[src/rtl/fetch_ctrl.sv]
// Fetch-stage controller: owns the PC, issues one imem request at a time,
// holds the returned instruction for decode and drops responses made stale by redirects.
module fetch_ctrl #(
  parameter int XLEN = 32,
  parameter logic [XLEN-1:0] RESET_PC = '0
) (
  input  logic            clk,
  input  logic            rst_n,
  input  logic            redirect_valid,
  input  logic [XLEN-1:0] redirect_pc,
  output logic            imem_req_valid,
  output logic [XLEN-1:0] imem_req_addr,
  input  logic            imem_req_ready,
  input  logic            imem_rsp_valid,
  input  logic [XLEN-1:0] imem_rsp_data,
  output logic            if_valid,
  input  logic            if_ready,
  output logic [XLEN-1:0] if_pc,
  output logic [XLEN-1:0] if_pc_p4,
  output logic [XLEN-1:0] if_instr,
  output logic [31:0]     fetch_count,
  output logic [31:0]     flush_count
);

  typedef enum logic [1:0] {
    S_REQ  = 2'd0,
    S_WAIT = 2'd1,
    S_HOLD = 2'd2
  } state_t;

  state_t          state;
  logic [XLEN-1:0] pc;
  logic            drop;
  logic [XLEN-1:0] tgt;

  assign tgt            = redirect_pc & ~XLEN'(3);
  assign imem_req_valid = (state == S_REQ);
  assign imem_req_addr  = pc;
  assign if_pc_p4       = if_pc + XLEN'(4);

  always_ff @(posedge clk or negedge rst_n) begin
    if (!rst_n) begin
      state       <= S_REQ;
      pc          <= RESET_PC;
      drop        <= 1'b0;
      if_valid    <= 1'b0;
      if_pc       <= '0;
      if_instr    <= '0;
      fetch_count <= '0;
      flush_count <= '0;
    end else if (redirect_valid) begin
      pc       <= tgt;
      if_valid <= 1'b0;
      case (state)
        S_REQ: begin
          // an accepted old-address request must still be drained
          if (imem_req_ready) begin
            state <= S_WAIT;
            drop  <= 1'b1;
          end
        end
        S_WAIT: begin
          if (imem_rsp_valid) begin
            flush_count <= flush_count + 32'd1;
            drop        <= 1'b0;
            state       <= S_REQ;
          end else begin
            drop <= 1'b1;
          end
        end
        default: state <= S_REQ;
      endcase
    end else begin
      case (state)
        S_REQ: begin
          if (imem_req_ready) state <= S_WAIT;
        end
        S_WAIT: begin
          if (imem_rsp_valid) begin
            if (drop) begin
              drop        <= 1'b0;
              flush_count <= flush_count + 32'd1;
              state       <= S_REQ;
            end else begin
              if_instr <= imem_rsp_data;
              if_pc    <= pc;
              if_valid <= 1'b1;
              state    <= S_HOLD;
            end
          end
        end
        default: begin
          if (if_ready) begin
            if_valid    <= 1'b0;
            pc          <= pc + XLEN'(4);
            fetch_count <= fetch_count + 32'd1;
            state       <= S_REQ;
          end
        end
      endcase
    end
  end

endmodule

[config.mk]
export PLATFORM = sky130hd
export DESIGN_NAME = fetch_ctrl
export DESIGN_NICKNAME = d
export VERILOG_FILES = /design/src/rtl/fetch_ctrl.sv
export SDC_FILE = /design/constraint.sdc
export NUM_CORES = 1
export LEC_CHECK = 0
export BUFFER_PORTS_ARGS = -buffer_cell sky130_fd_sc_hd__buf_4
export CORE_ASPECT_RATIO = 1.75
export CORE_UTILIZATION = 40
export DETAILED_ROUTE_END_ITERATION = 6
export GPL_ROUTABILITY_DRIVEN = 0
export PLACE_DENSITY = 0.68
export SETUP_SLACK_MARGIN = 0.2
export SYNTH_ARGS = -nofsm -noshare
export SYNTH_HDL_FRONTEND = slang
export SYNTH_SLANG_ARGS = --single-unit
[constraint.sdc]
create_clock -name clk -period 1.8 [get_ports clk]
set_input_delay 0.36 -clock clk [delete_from_list [all_inputs] [get_ports clk]]
set_output_delay 0.36 -clock clk [all_outputs]
set_load 0.02 [all_outputs]
==> results of run 1 <==
cell type report:
type / count / area [µm²] / area share [%]
clock buffers: 18 / 439 / 3.25
inverters: 9 / 33.8 / 0.250
multi-input cells: 505 / 4730 / 35.0
diodes: 2 / 5.00 / 0.0370
well taps: 238 / 298 / 2.20
flip-flops and latches: 160 / 4060 / 30.0
repair buffers: 431 / 3770 / 27.9
clock inverters: 14 / 179 / 1.32
sequential cells by signal (all words and copies together), names as in the netlist:
| register | cells |
|---|---|
| fetch_count | 32 |
| if_instr | 32 |
| drop | 1 |
| flush_count | 32 |
| state | 2 |
| imem_req_addr | 30 |
| if_pc | 30 |
| if_valid | 1 |
metal layers:
layer  GRT usage [%]  share of wire (%)
met5               0                  0
met4            9.97                3.5
met3            4.13                4.6
met2            44.4                 56
met1            25.3                 36
timing repair:
item,CTS,global route
setup buffers,17,33
endpoints found under the setup margin,89,177
endpoints found under the hold margin,46,0
cloned,4,8
hold buffers,1,0
gates resized for setup,131,152
pin swaps,51,81
worst min path at each step:
stage / start / to / cells after the start
floorplan: rst_n / drop / 0
global placement: rst_n / if_instr[31] / 1
detailed placement: rst_n / if_instr[31] / 1
CTS: redirect_pc[2] / imem_req_addr[2] / 3
global route: redirect_pc[31] / imem_req_addr[31] / 2
finish: redirect_pc[2] / imem_req_addr[2] / 3
cells by family after synthesis:
logic type / after synthesis / synth area share, %
compound gates: 56 / 4.60
xor+xnor: 101 / 11.5
fa+ha+maj: 4 / 0.650
buf+inv: 45 / 2.71
flops: 160 / 52.0
mux: 64 / 9.29
other cells: 1 / 0.0487
simple gates: 273 / 19.2
report_power, final:
| group | total (mW) | internal (mW) | switching [mW] | leakage, nW |
|---|---|---|---|---|
| clock network | 3.80 | 2.24 | 1.56 | 0.294 |
| logic | 8.09 | 4.17 | 3.92 | 4.35 |
| registers | 5.08 | 4.49 | 0.583 | 1.98 |
layout by cell type (no fill, tap or decap), drive strengths merged, types with 6 or more instances in the layout:
master and count:
nand4 46, or4 11, and4 11, dfrtp 160, nor2 34, nor3 16
mux2 60, conb 6, clkbuf 23, o21ai 21, a31oi 14, xor2 26
buf 425, xnor2 75, or3 7, and3 21, nand3 52, nor4 7
o31ai 8, inv 14, nand2 57
Yosys cell counts, types with 3 or more instances:
cell / count
sky130_fd_sc_hd__o31ai_1: 8
sky130_fd_sc_hd__clkbuf_1: 16
sky130_fd_sc_hd__dfrtp_1: 160
sky130_fd_sc_hd__or4_1: 8
sky130_fd_sc_hd__mux2_2: 60
sky130_fd_sc_hd__nor2_1: 34
sky130_fd_sc_hd__nor4_1: 6
sky130_fd_sc_hd__or3_1: 5
sky130_fd_sc_hd__nand3b_1: 3
sky130_fd_sc_hd__inv_1: 9
sky130_fd_sc_hd__a31oi_1: 14
sky130_fd_sc_hd__mux2i_1: 4
sky130_fd_sc_hd__buf_2: 13
sky130_fd_sc_hd__nand4_1: 46
sky130_fd_sc_hd__ha_1: 4
sky130_fd_sc_hd__and4_1: 11
sky130_fd_sc_hd__nand2b_1: 3
sky130_fd_sc_hd__xor2_1: 26
sky130_fd_sc_hd__xnor2_1: 75
sky130_fd_sc_hd__o21ai_0: 21
sky130_fd_sc_hd__nor3_1: 15
sky130_fd_sc_hd__nand2_1: 57
sky130_fd_sc_hd__buf_4: 6
sky130_fd_sc_hd__nand3_1: 51
sky130_fd_sc_hd__and3_1: 20
worst max-delay path, stage by stage (launching register included):
cell                      delay, ns
sky130_fd_sc_hd__dfrtp_2       0.37
sky130_fd_sc_hd__nand4_1       0.15
sky130_fd_sc_hd__or4_4         0.46
sky130_fd_sc_hd__buf_12        0.18
sky130_fd_sc_hd__nor4_4        0.18
sky130_fd_sc_hd__xor2_2        0.15
sky130_fd_sc_hd__buf_4         0.15
stage by stage:
step	cell area (µm²)	util, %	std cells	TNS (ns)
2_1_floorplan	8100	-	709	-4.94
3_3_place_gp	11100	59.0	1280	-3.07
3_5_place_dp	11100	59.0	1280	-3.59
4_1_cts	12400	66.1	1334	-12.46
5_1_grt	13500	72.1	1377	-18.15
6_report	13500	72.1	1377	-13.50
==> results.md, run 1 <==
- Status: complete, but fails checks
- Failing checks: negative setup slack
- Share of the synthesized area in the top cell type: 52.0%
- Transition at the pin with the smallest max-transition slack: 0.588 ns
- Sequential element share of the synthesized area: 52.0%
- Worst hold slack: 0.142 ns
- Max cap viols: 0
- Full die area: 0.0198 mm²
- Area overhead of the layout relative to synthesis: 75.5%
- Cts bufs inserted: 17
- Largest area contributor in the netlist: sky130_fd_sc_hd__dfrtp_1
- Post-layout min period: 2.43 ns
- First-pass GRT wire length: 36200 µm
- Via count of the first global-routing pass: 7133
- R2R depth: 9
- Number of instances in the synthesized netlist: 704
- Floorplan Core Area: 0.0187 mm²
- Worst setup EP type: output port
- Total number of vias: 7303
- Maximum achievable frequency: 411 MHz
- Slew Limit Fails: 0
- Post-route clock period utilization: 135%
- 1st-iter DRT viols: 327
- Clock latency of the later-clocked register in the worst-skew pair: 0.43 ns
- Number of buffers on the longest clock path: 2
- Count of different cell masters after synthesis: 47
- Async set-reset flop share out of synthesis: 100%
- Count of port buffers added during placement: 255
- Setup slack, reg-to-reg: -0.02 ns
- Clock Root Buffer: sky130_fd_sc_hd__clkbuf_16
- Final Power: 17.0 mW
- Horizontal extent of the die: 107 µm
- Clock H-tree levels: 4
- P per Cell Area: 1260 mW/mm²
- Critical path data required time: 1.44 ns
- Slew HR: 60.8%
- DR pass1 iterations: 4
- GRT Total Usage: 23.5%
- Routed WL: 25500 µm
- Last element of the critical path: if_pc_p4[21]
- Maximum number of pins on one net before global-route repair: 56
- Reg-to-reg startpoint: state[1]
- Fillers: 1310
- Reg2reg end: flush_count[30]
- Final-report hold violation count: 0
- Post-route DRC violation count: 0
- Unrepaired setup endpoints after global routing: true
- Antenna-violating nets left: 0
- Worst Skew: 0.0108 ns
- Critical Path Start Type: flop
- Number of setup violations in the final report: 34
- Mean instance size in the synthesized netlist: 10.9 µm²
- Initial standard-cell utilization of the core: 41.1%
- Fraction of final layout cells with drive strength greater than 1: 62.7%
- CTS sink count: 160
- Post-synthesis instance area: 0.00770 mm²
- Number of enable-type register cells in the synthesized netlist: 0
- Final worst-path setup slack: -0.630 ns
- GRT Residual Overflow: 0
- Top-level port count: 264
- WL per Instance: 18.5 µm
- Via density per instance: 5.30
- Reg clk slew, reported paths: 0.07 ns
- Cell leakage power: 6.62 nW
- Dpl ws: -0.307 ns
- Worst path arrival time: 2.07 ns
- Largest fanout of any net on the critical path: 10
- Most area-consuming cells after synthesis: sky130_fd_sc_hd__dfrtp_1, sky130_fd_sc_hd__mux2_2, sky130_fd_sc_hd__xnor2_1
- Placed wire-length estimate: 16400 µm
- Height of the die: 186 µm
- Min-Delay Path Class: input pin to flop
- Number of warnings reported in the yosys synthesis log: 0
- Start point of the critical path: if_pc[10]
- Number of antenna violations at the first check in global routing: 2
- Most used flip-flop cell after synthesis: sky130_fd_sc_hd__dfrtp_1
- CTS tree: yes
- Number of nets in the layout: 1198
- Synth Register Bits: 160
- Worst Setup Path Type: flop to output port
- Peak supply drop: 0.000826 V
- Total number of placement rows: 66
(Power assumes the default switching activity.)
==> run 2, diff against run 1 <==
--- a/config.mk
+++ b/config.mk
@@ -5,12 +5,13 @@
 export SDC_FILE = /design/constraint.sdc
 export NUM_CORES = 1
 export LEC_CHECK = 0
+export ABC_AREA = 1
 export BUFFER_PORTS_ARGS = -buffer_cell sky130_fd_sc_hd__buf_4
-export CORE_ASPECT_RATIO = 1.75
+export CORE_ASPECT_RATIO = 0.8
 export CORE_UTILIZATION = 40
 export DETAILED_ROUTE_END_ITERATION = 6
 export GPL_ROUTABILITY_DRIVEN = 0
-export PLACE_DENSITY = 0.68
+export PLACE_DENSITY = 0.66
 export SETUP_SLACK_MARGIN = 0.2
 export SYNTH_ARGS = -nofsm -noshare
 export SYNTH_HDL_FRONTEND = slang
==> run 2 against run 1 <==
  * The run still ends with negative setup slack left
  * Design area increased by 2.3%
  * First-iteration DRC count increased by 130%
  * Global-route usage increased by 1.9 points
  * Non-clock buffer count decreased by 50
==> results.md, run 2 <==
- Critical-path cell with the highest stage delay: sky130_fd_sc_hd__dfrtp_2
- Reg clk slew, reported paths: 0.07 ns (about the same)
- Placed wire-length estimate: 22500 µm (+37%)
- Total number of vias: 9386 (+29%)
- Cts bufs inserted: 17 (unchanged)
- 1st-iter DRT viols: 758 (+130%)
- Ant diodes: 0 (-2)
- Registers with the most flip-flops: fetch_count (32), flush_count (32), if_instr (32)
- Sequential Area: 0.00406 mm² (about the same)
- Fraction of final layout cells with drive strength greater than 1: 40.6% (-22 points)
- Sequential element share of the synthesized area: 44.0% (-8.0 points)
- Maximum number of pins on one net before global-route repair: 59 (+5.4%)
- Leading post-synthesis cells by instance count: sky130_fd_sc_hd__nand2_1, sky130_fd_sc_hd__dfrtp_1, sky130_fd_sc_hd__nor2_1, sky130_fd_sc_hd__inv_1, sky130_fd_sc_hd__nand3_1
- Most common library cell in the layout ignoring fill and taps: sky130_fd_sc_hd__nand2_1
- Cell with the most instances after synthesis: sky130_fd_sc_hd__nand2_1
- CTS sink count: 160 (unchanged)
- Horizontal extent of the die: 171 µm (+60%)
- Mean instance size in the synthesized netlist: 7.56 µm² (-31%)
- Delay of the slowest cell on the worst path: 0.40 ns (-0.06 ns)
- Total number of placement rows: 48 (-27%)
- Count of different cell masters after synthesis: 42 (-11%)
- Antenna-violating nets left: 0 (unchanged)
- Worst Setup Path Type: flop to output port
- First-pass GRT wire length: 45600 µm (+26%)
- Largest fanout of any net on the critical path: 4 (-6)
- Peak supply drop: 0.000768 V (-7.0%)
- Top-level port count: 264 (unchanged)
- Count of port buffers added during placement: 255 (unchanged)
- Unrepaired setup endpoints after global routing: true
- Floorplan Core Area: 0.0219 mm² (+17%)
- Number of setup violations in the final report: 28 (-18%)
- Critical Path Start Type: flop
- Area overhead of the layout relative to synthesis: 51.8%
- Worst path arrival time: 1.94 ns (-0.13 ns)
- Final worst-path setup slack: -0.500 ns (+0.131 ns)
- Clock latency of the later-clocked register in the worst-skew pair: 0.43 ns (about the same)
- Fillers: 1876 (+43%)
- DR pass1 iterations: 5 (+1)
- Post-route DRC violation count: 0 (unchanged)
- P per Cell Area: 1240 mW/mm² (-1.1%)
- Maximum achievable frequency: 435 MHz (+5.7%)
- Height of the die: 137 µm (-26%)
- Largest area contributor in the netlist: sky130_fd_sc_hd__dfrtp_1
- Number of warnings reported in the yosys synthesis log: 0 (unchanged)
- Commonest cells after routing, fill and taps aside: sky130_fd_sc_hd__nand2_1, sky130_fd_sc_hd__buf_4, sky130_fd_sc_hd__dfrtp_1, sky130_fd_sc_hd__inv_1, sky130_fd_sc_hd__nor2_1
- Worst setup EP type: output port
- Post-route clock period utilization: 128% (-7.3 points)
- Number of buffers on the longest clock path: 2 (unchanged)
- Most area-consuming cells after synthesis: sky130_fd_sc_hd__dfrtp_1, sky130_fd_sc_hd__nand2_1, sky130_fd_sc_hd__nor2_1
- Min-Delay Path Class: input pin to flop
- Placed cell area: 0.0120 mm² (+9.0%)
- Final-report hold violation count: 0 (unchanged)
- Status: complete, but fails checks
- GRT Residual Overflow: 0 (unchanged)
- Post-Layout Inst Area: 0.0138 mm² (+2.3%)
- Initial standard-cell utilization of the core: 41.6% (+0.48 points)
- Max cap viols: 0 (unchanged)
- Full die area: 0.0234 mm² (+18%)
- Slew Limit Fails: 0 (unchanged)
- Critical path data required time: 1.44 ns (about the same)
- Routed WL: 30500 µm (+19%)
- Most used flip-flop cell after synthesis: sky130_fd_sc_hd__dfrtp_1
- Cell leakage power: 6.70 nW (+1.2%)
- Via density per instance: 4.95 (-6.7%)
- Number of instances in the synthesized netlist: 1205 (+71%)
- WL per Instance: 16.1 µm (-13%)
- Cell Chain, Critical Path: buf_4, buf_6, nand3_4, inv_4, nand2_4, buf_4, nor3_2, xor2_1, buf_4
- Total negative setup slack: -10.77 ns (+2.73 ns)
- Share of the synthesized area in the top cell type: 44.0% (-8.0 points)
- GRT Total Usage: 25.4% (+1.9 points)
- Post-synthesis instance area: 0.00911 mm² (+18%)
- CTS tree: yes
- Clock H-tree levels: 4 (unchanged)
- Dominant cell type by count on the critical path: sky130_fd_sc_hd__buf_4
- Failing checks: negative setup slack
- Post-layout min period: 2.30 ns (-0.131 ns)
- Number of antenna violations at the first check in global routing: 0 (-2)
- Number of enable-type register cells in the synthesized netlist: 0 (unchanged)
- Synth Register Bits: 160 (unchanged)
- Async set-reset flop share out of synthesis: 100% (unchanged)
- Clock Root Buffer: sky130_fd_sc_hd__clkbuf_16
- Via count of the first global-routing pass: 8714 (+22%)
- Area of combinational cells with multiple inputs: 0.00530 mm² (+12%)
- Number of nets in the layout: 1657 (+38%)
- Worst Skew: 0.0165 ns (+0.00563 ns)
[run 2: cell types whose count changed after synthesis, moves of 11 or more]
cell                       change
sky130_fd_sc_hd__inv_1       +103
sky130_fd_sc_hd__a31oi_1      -13
sky130_fd_sc_hd__nor2_1      +117
sky130_fd_sc_hd__mux2_2       -25
sky130_fd_sc_hd__nand3b_1     +14
sky130_fd_sc_hd__nand4_1      -27
sky130_fd_sc_hd__and3_1       -19
sky130_fd_sc_hd__xor2_1       +15
sky130_fd_sc_hd__nand2_1     +353
sky130_fd_sc_hd__xnor2_1      -51
sky130_fd_sc_hd__and4_1       -11
sky130_fd_sc_hd__nor2_2       +11
sky130_fd_sc_hd__o21ai_0      +32
sky130_fd_sc_hd__nand3_1      +23
[run 2: what timing repair did]
action                     4_1_cts  5_1_grt
buffers inserted                28       28
resized for setup               99      114
setup endpoints to repair       53       99
pin swaps                       39       42
hold buffers                     1        0
hold endpoints to repair        15        0
[run 2: metal layers]
layer  vias to the layer above  routed length (µm)  share of wire, %  track usage, %
met4                         0                 701               2.3            8.51
met3                        55                2400               7.9            6.62
met1                      4438               13100                43            33.7
met5                         -                   0                 0               0
li1                       4567                   -                 -               -
met2                       326               14300                47            40.0
[run 2: layout make-up]
class | count | share of cell area [%]
timing repair buffer | 381 | 22.2
inverter | 116 | 3.20
clock buffer | 17 | 3.08
multi-input combinational | 907 | 38.3
sequential | 160 | 29.3
tap | 300 | 2.72
clock inverter | 15 | 1.17
[run 2: power by group]
part	internal (mW)	switching [mW]
Clock	1.87	1.74
Sequential	4.58	1.03
Combinational	3.74	4.21
[run 2: worst paths after layout]
path                                      start           endpoint  slack, ns  depth (start not counted)
worst min register to register  flush_count[31]    flush_count[31]       0.48                          1
worst max-delay path                   if_pc[2]       if_pc_p4[25]      -0.50                          9
max in group asynchronous                 rst_n           state[1]       0.90                          3
worst max register to register         state[1]    fetch_count[18]       0.21                          9
min in group asynchronous                 rst_n    fetch_count[11]       0.32                          2
worst min-delay path            redirect_pc[17]  imem_req_addr[17]       0.15                          3
[run 2: critical path: cells and delay by family, from the launching register on]
| family | cells | cell delay (ns) |
|---|---|---|
| flops | 1 | 0.40 |
| simple gates | 3 | 0.28 |
| xor+xnor | 1 | 0.21 |
| buf+inv | 5 | 0.63 |
[run 2: through the flow]
stage	setup WS (ns)	instances	hold slack [ns]	utilization [%]	total power, mW
final	-0.500	1896	0.153	63.1	17.2
after global routing	-0.556	1896	0.136	63.1	18.0
after CTS	-0.464	1868	0.139	60.4	16.6
after detailed placement	-0.0864	1807	0.190	55.0	12.3
after global placement	-0.0523	1807	0.191	55.0	12.2
after floorplan	-0.0611	1210	0.0644	-	8.95
[run 2: logic make-up after synthesis]
group	synth area share, %
buf+inv	6.62
mux	4.33
xor+xnor	6.25
other cells	0.0412
simple gates	33.7
compound gates	4.55
fa+ha+maj	0.549
flops	44.0
==> run 3, diff against run 2 <==
==> constraint.sdc (replaced) <==
create_clock -name clk -period 1.9 [get_ports clk]
set_input_delay 0.38 -clock clk [delete_from_list [all_inputs] [get_ports clk]]
set_output_delay 0.38 -clock clk [all_outputs]
set_load 0.02 [all_outputs]
==> run 3 against run 2 <==
  * The run still ends with negative setup slack left
  * Utilization shrank 3.3 points
  * Sequential share of layout area grew 1.5 points
  * First-iteration DRC count shrank 8.2%
  * Sequential power decreased by 5.2%
  * Die area unchanged
  * Clock power fell by 3%
  * Critical path depth stayed put
  * Non-clock buffer count down 52
  * Largest cell class unchanged
==> results.md, run 3 (synthesis results as in run 2) <==
- Total number of vias: 9067 (-3.4%)
- Post-layout min period: 2.34 ns
- Startpoint of the tightest hold check path: redirect_pc[6]
- Total number of placement rows: 48 (unchanged)
- GRT Residual Overflow: 0 (unchanged)
- Min-Delay Path Class: input pin to flop
- Worst path bufs/invs: 4 (-1)
- Post-route clock period utilization: 123%
- Via density per instance: 4.91 (-0.73%)
- Reg2reg end: fetch_count[29]
- Antenna-violating nets left: 0 (unchanged)
- Number of nets in the layout: 1605 (-3.1%)
- Cell Chain, Critical Path: ha_4, nand3_4, buf_4, buf_4, buf_6, nor2_4, nand2_2, xnor2_2, buf_4
- DR pass1 iterations: 5 (unchanged)
- End point of the most critical hold path: imem_req_addr[6]
- Fraction of final layout cells with drive strength greater than 1: 35.2% (-5.4 points)
- Status: complete, but fails checks
- Unrepaired setup endpoints after global routing: true
- Clock H-tree levels: 4 (unchanged)
- Full die area: 0.0234 mm² (unchanged)
- Failing checks: negative setup slack
- Top-level port count: 264 (unchanged)
- Slew Limit Fails: 0 (unchanged)
- Height of the die: 137 µm (unchanged)
- Cell leakage power: 6.37 nW (-5.0%)
- Cts bufs inserted: 17 (unchanged)
- Top Family by Delay on Critical Path: buffers and inverters
- Number of antenna violations at the first check in global routing: 1 (+1)
- Hold-critical path depth: 3 (unchanged)
- Count of port buffers added during placement: 255 (unchanged)
- Area overhead of the layout relative to synthesis: 43.9%
- Reg clk slew, reported paths: 0.07 ns (about the same)
- Fraction of power consumed by sequential logic: 34.2% (+1.5 points)
- Sw frac: 41.2% (+0.57 points)
- Commonest cells after routing, fill and taps aside: sky130_fd_sc_hd__nand2_1, sky130_fd_sc_hd__buf_4, sky130_fd_sc_hd__dfrtp_1, sky130_fd_sc_hd__nor2_1, sky130_fd_sc_hd__inv_1
- WL per Instance: 16.1 µm (about the same)
- Peak supply drop: 0.000601 V (-22%)
- Final core utilization: 59.8% (-3.3 points)
- Horizontal extent of the die: 171 µm (unchanged)
- Number of cells after detailed placement: 1777 (-1.7%)
- Largest fanout of any net on the critical path: 3 (-1)
- Critical-path cell with the highest stage delay: sky130_fd_sc_hd__dfrtp_2
- Worst Setup Path Type: flop to output port
- Part of the total power dissipated in the clock network: 22.6% (+1.6 points)
- Initial standard-cell utilization of the core: 41.6% (unchanged)
- Final-report hold violation count: 0 (unchanged)
- Fraction of power consumed by combinational cells: 43.2% (-3.1 points)
- Critical Path Start Type: flop
- Net switching power: 6.41 mW (-8.2%)
- Dominant cell type by count on the critical path: sky130_fd_sc_hd__buf_4
- Via count of the first global-routing pass: 8379 (-3.8%)
- Placed wire-length estimate: 22000 µm (-2.1%)
- Reg-to-reg startpoint: state[1]
- Max cap viols: 0 (unchanged)
- Floorplan Core Area: 0.0219 mm² (unchanged)
- 1st-iter DRT viols: 696 (-8.2%)
- CTS tree: yes
- Maximum number of pins on one net before global-route repair: 60 (+1.7%)
- Delay of the slowest cell on the worst path: 0.39 ns (about the same)
- CTS sink count: 160 (unchanged)
- R2R depth: 7 (-2)
- Worst Skew: 0.0143 ns (-0.00214 ns)
- Number of setup violations in the final report: 27 (-3.6%)
- Critical path data required time: 1.52 ns (+0.08 ns)
- Maximum achievable frequency: 428 MHz
- Clock latency of the later-clocked register in the worst-skew pair: 0.44 ns (about the same)
- Routed WL: 29700 µm (-2.7%)
- First-pass GRT wire length: 44700 µm (-2.0%)
- Post-route DRC violation count: 0 (unchanged)
- Registers with the most flip-flops: fetch_count (32), flush_count (32), if_instr (32)
- Setup slack, reg-to-reg: 0.28 ns (+0.07 ns)
- Worst setup EP type: output port
- Final cell count without fillers: 1845 (-2.7%)
- Worst path arrival time: 1.96 ns (+0.02 ns)
- Clock Root Buffer: sky130_fd_sc_hd__clkbuf_16
- Final worst-path setup slack: -0.436 ns (+0.0635 ns)
- Int Power: 9.13 mW (-10%)
- GRT Total Usage: 25.0% (-0.38 points)
- P per Cell Area: 1190 mW/mm² (-4.5%)
- Number of buffers on the longest clock path: 2 (unchanged)
- Most common library cell in the layout ignoring fill and taps: sky130_fd_sc_hd__nand2_1
-- run 3: cell count changes in the layout (fill, tap and decap cells not counted), moves of 4 or more --
cell                       before  now
sky130_fd_sc_hd__buf_4        337  307
sky130_fd_sc_hd__buf_6         38   18
sky130_fd_sc_hd__clkinv_8       2    6
sky130_fd_sc_hd__dfrtp_1      119  129
sky130_fd_sc_hd__dfrtp_2       41   31
sky130_fd_sc_hd__nand2_1      382  392
sky130_fd_sc_hd__nand2_2       24   19
sky130_fd_sc_hd__nand2_4       10    4
sky130_fd_sc_hd__nor2_1       102  123
sky130_fd_sc_hd__nor2_2        28   24
sky130_fd_sc_hd__nor2_4        36   19
-- run 3: cell type report --
cell class	count	area [µm²]
timing repair buffer	329	2570
inverter	116	438
fill	1950	8820
tap	300	375
sequential	160	4040
antenna	1	2.50
clock inverter	15	188
multi-input combinational	907	5060
clock buffer	17	425
-- run 3: what timing repair did --
item | CTS | global route
endpoints found under the hold margin | 27 | 0
pin swaps | 20 | 31
endpoints found under the setup margin | 38 | 113
setup buffers | 19 | 15
hold buffers | 1 | 0
gates resized for setup | 57 | 78
-- run 3: layer usage --
layer | GRT usage (%) | share of wire, %
met4 | 8.21 | 2.0
met3 | 5.99 | 7.5
met1 | 34.2 | 44
met5 | 0 | 0
met2 | 38.8 | 46
-- run 3: how the worst max path moves through the flow --
| stage | start | end | slack, ns | depth (start not counted) |
|---|---|---|---|---|
| 2_1_floorplan | if_pc[2] | if_pc_p4[24] | 0.02 | 10 |
| 3_3_place_gp | if_pc[3] | if_pc_p4[24] | 0.02 | 11 |
| 3_5_place_dp | if_pc[3] | if_pc_p4[24] | 0.008 | 11 |
| 4_1_cts | if_pc[2] | if_pc_p4[24] | -0.39 | 11 |
| 5_1_grt | if_pc[9] | if_pc_p4[24] | -0.52 | 10 |
| 6_report | if_pc[2] | if_pc_p4[30] | -0.44 | 9 |
-- run 3: tightest hold or removal path: cells and delay by family --
kind | cells | cell delay [ns]
compound gates | 1 | 0.06
simple gates | 1 | 0.04
buf+inv | 1 | 0.08
-- run 3: stage by stage --
stage / instance area (µm²) / setup slack, ns / TNS, ns / hold slack (ns) / power (mW)
6_report: 13100 / -0.436 / -8.54 / 0.156 / 15.5
5_1_grt: 13100 / -0.520 / -10.50 / 0.150 / 16.4
4_1_cts: 12700 / -0.389 / -7.30 / 0.147 / 15.2
3_5_place_dp: 11700 / 0.00769 / 0 / 0.292 / 11.4
3_3_place_gp: 11700 / 0.0248 / 0 / 0.290 / 11.3
2_1_floorplan: 9290 / 0.0189 / 0 / 0.0844 / 8.42
-- run 3: power groups by stage --
stage,Clock (mW),Sequential [mW],Combinational [mW]
2_1_floorplan,0,6.26,2.17
3_3_place_gp,0,5.30,5.96
3_5_place_dp,0,5.36,6.02
4_1_cts,3.56,5.22,6.44
5_1_grt,3.72,5.45,7.22
6_report,3.51,5.32,6.71
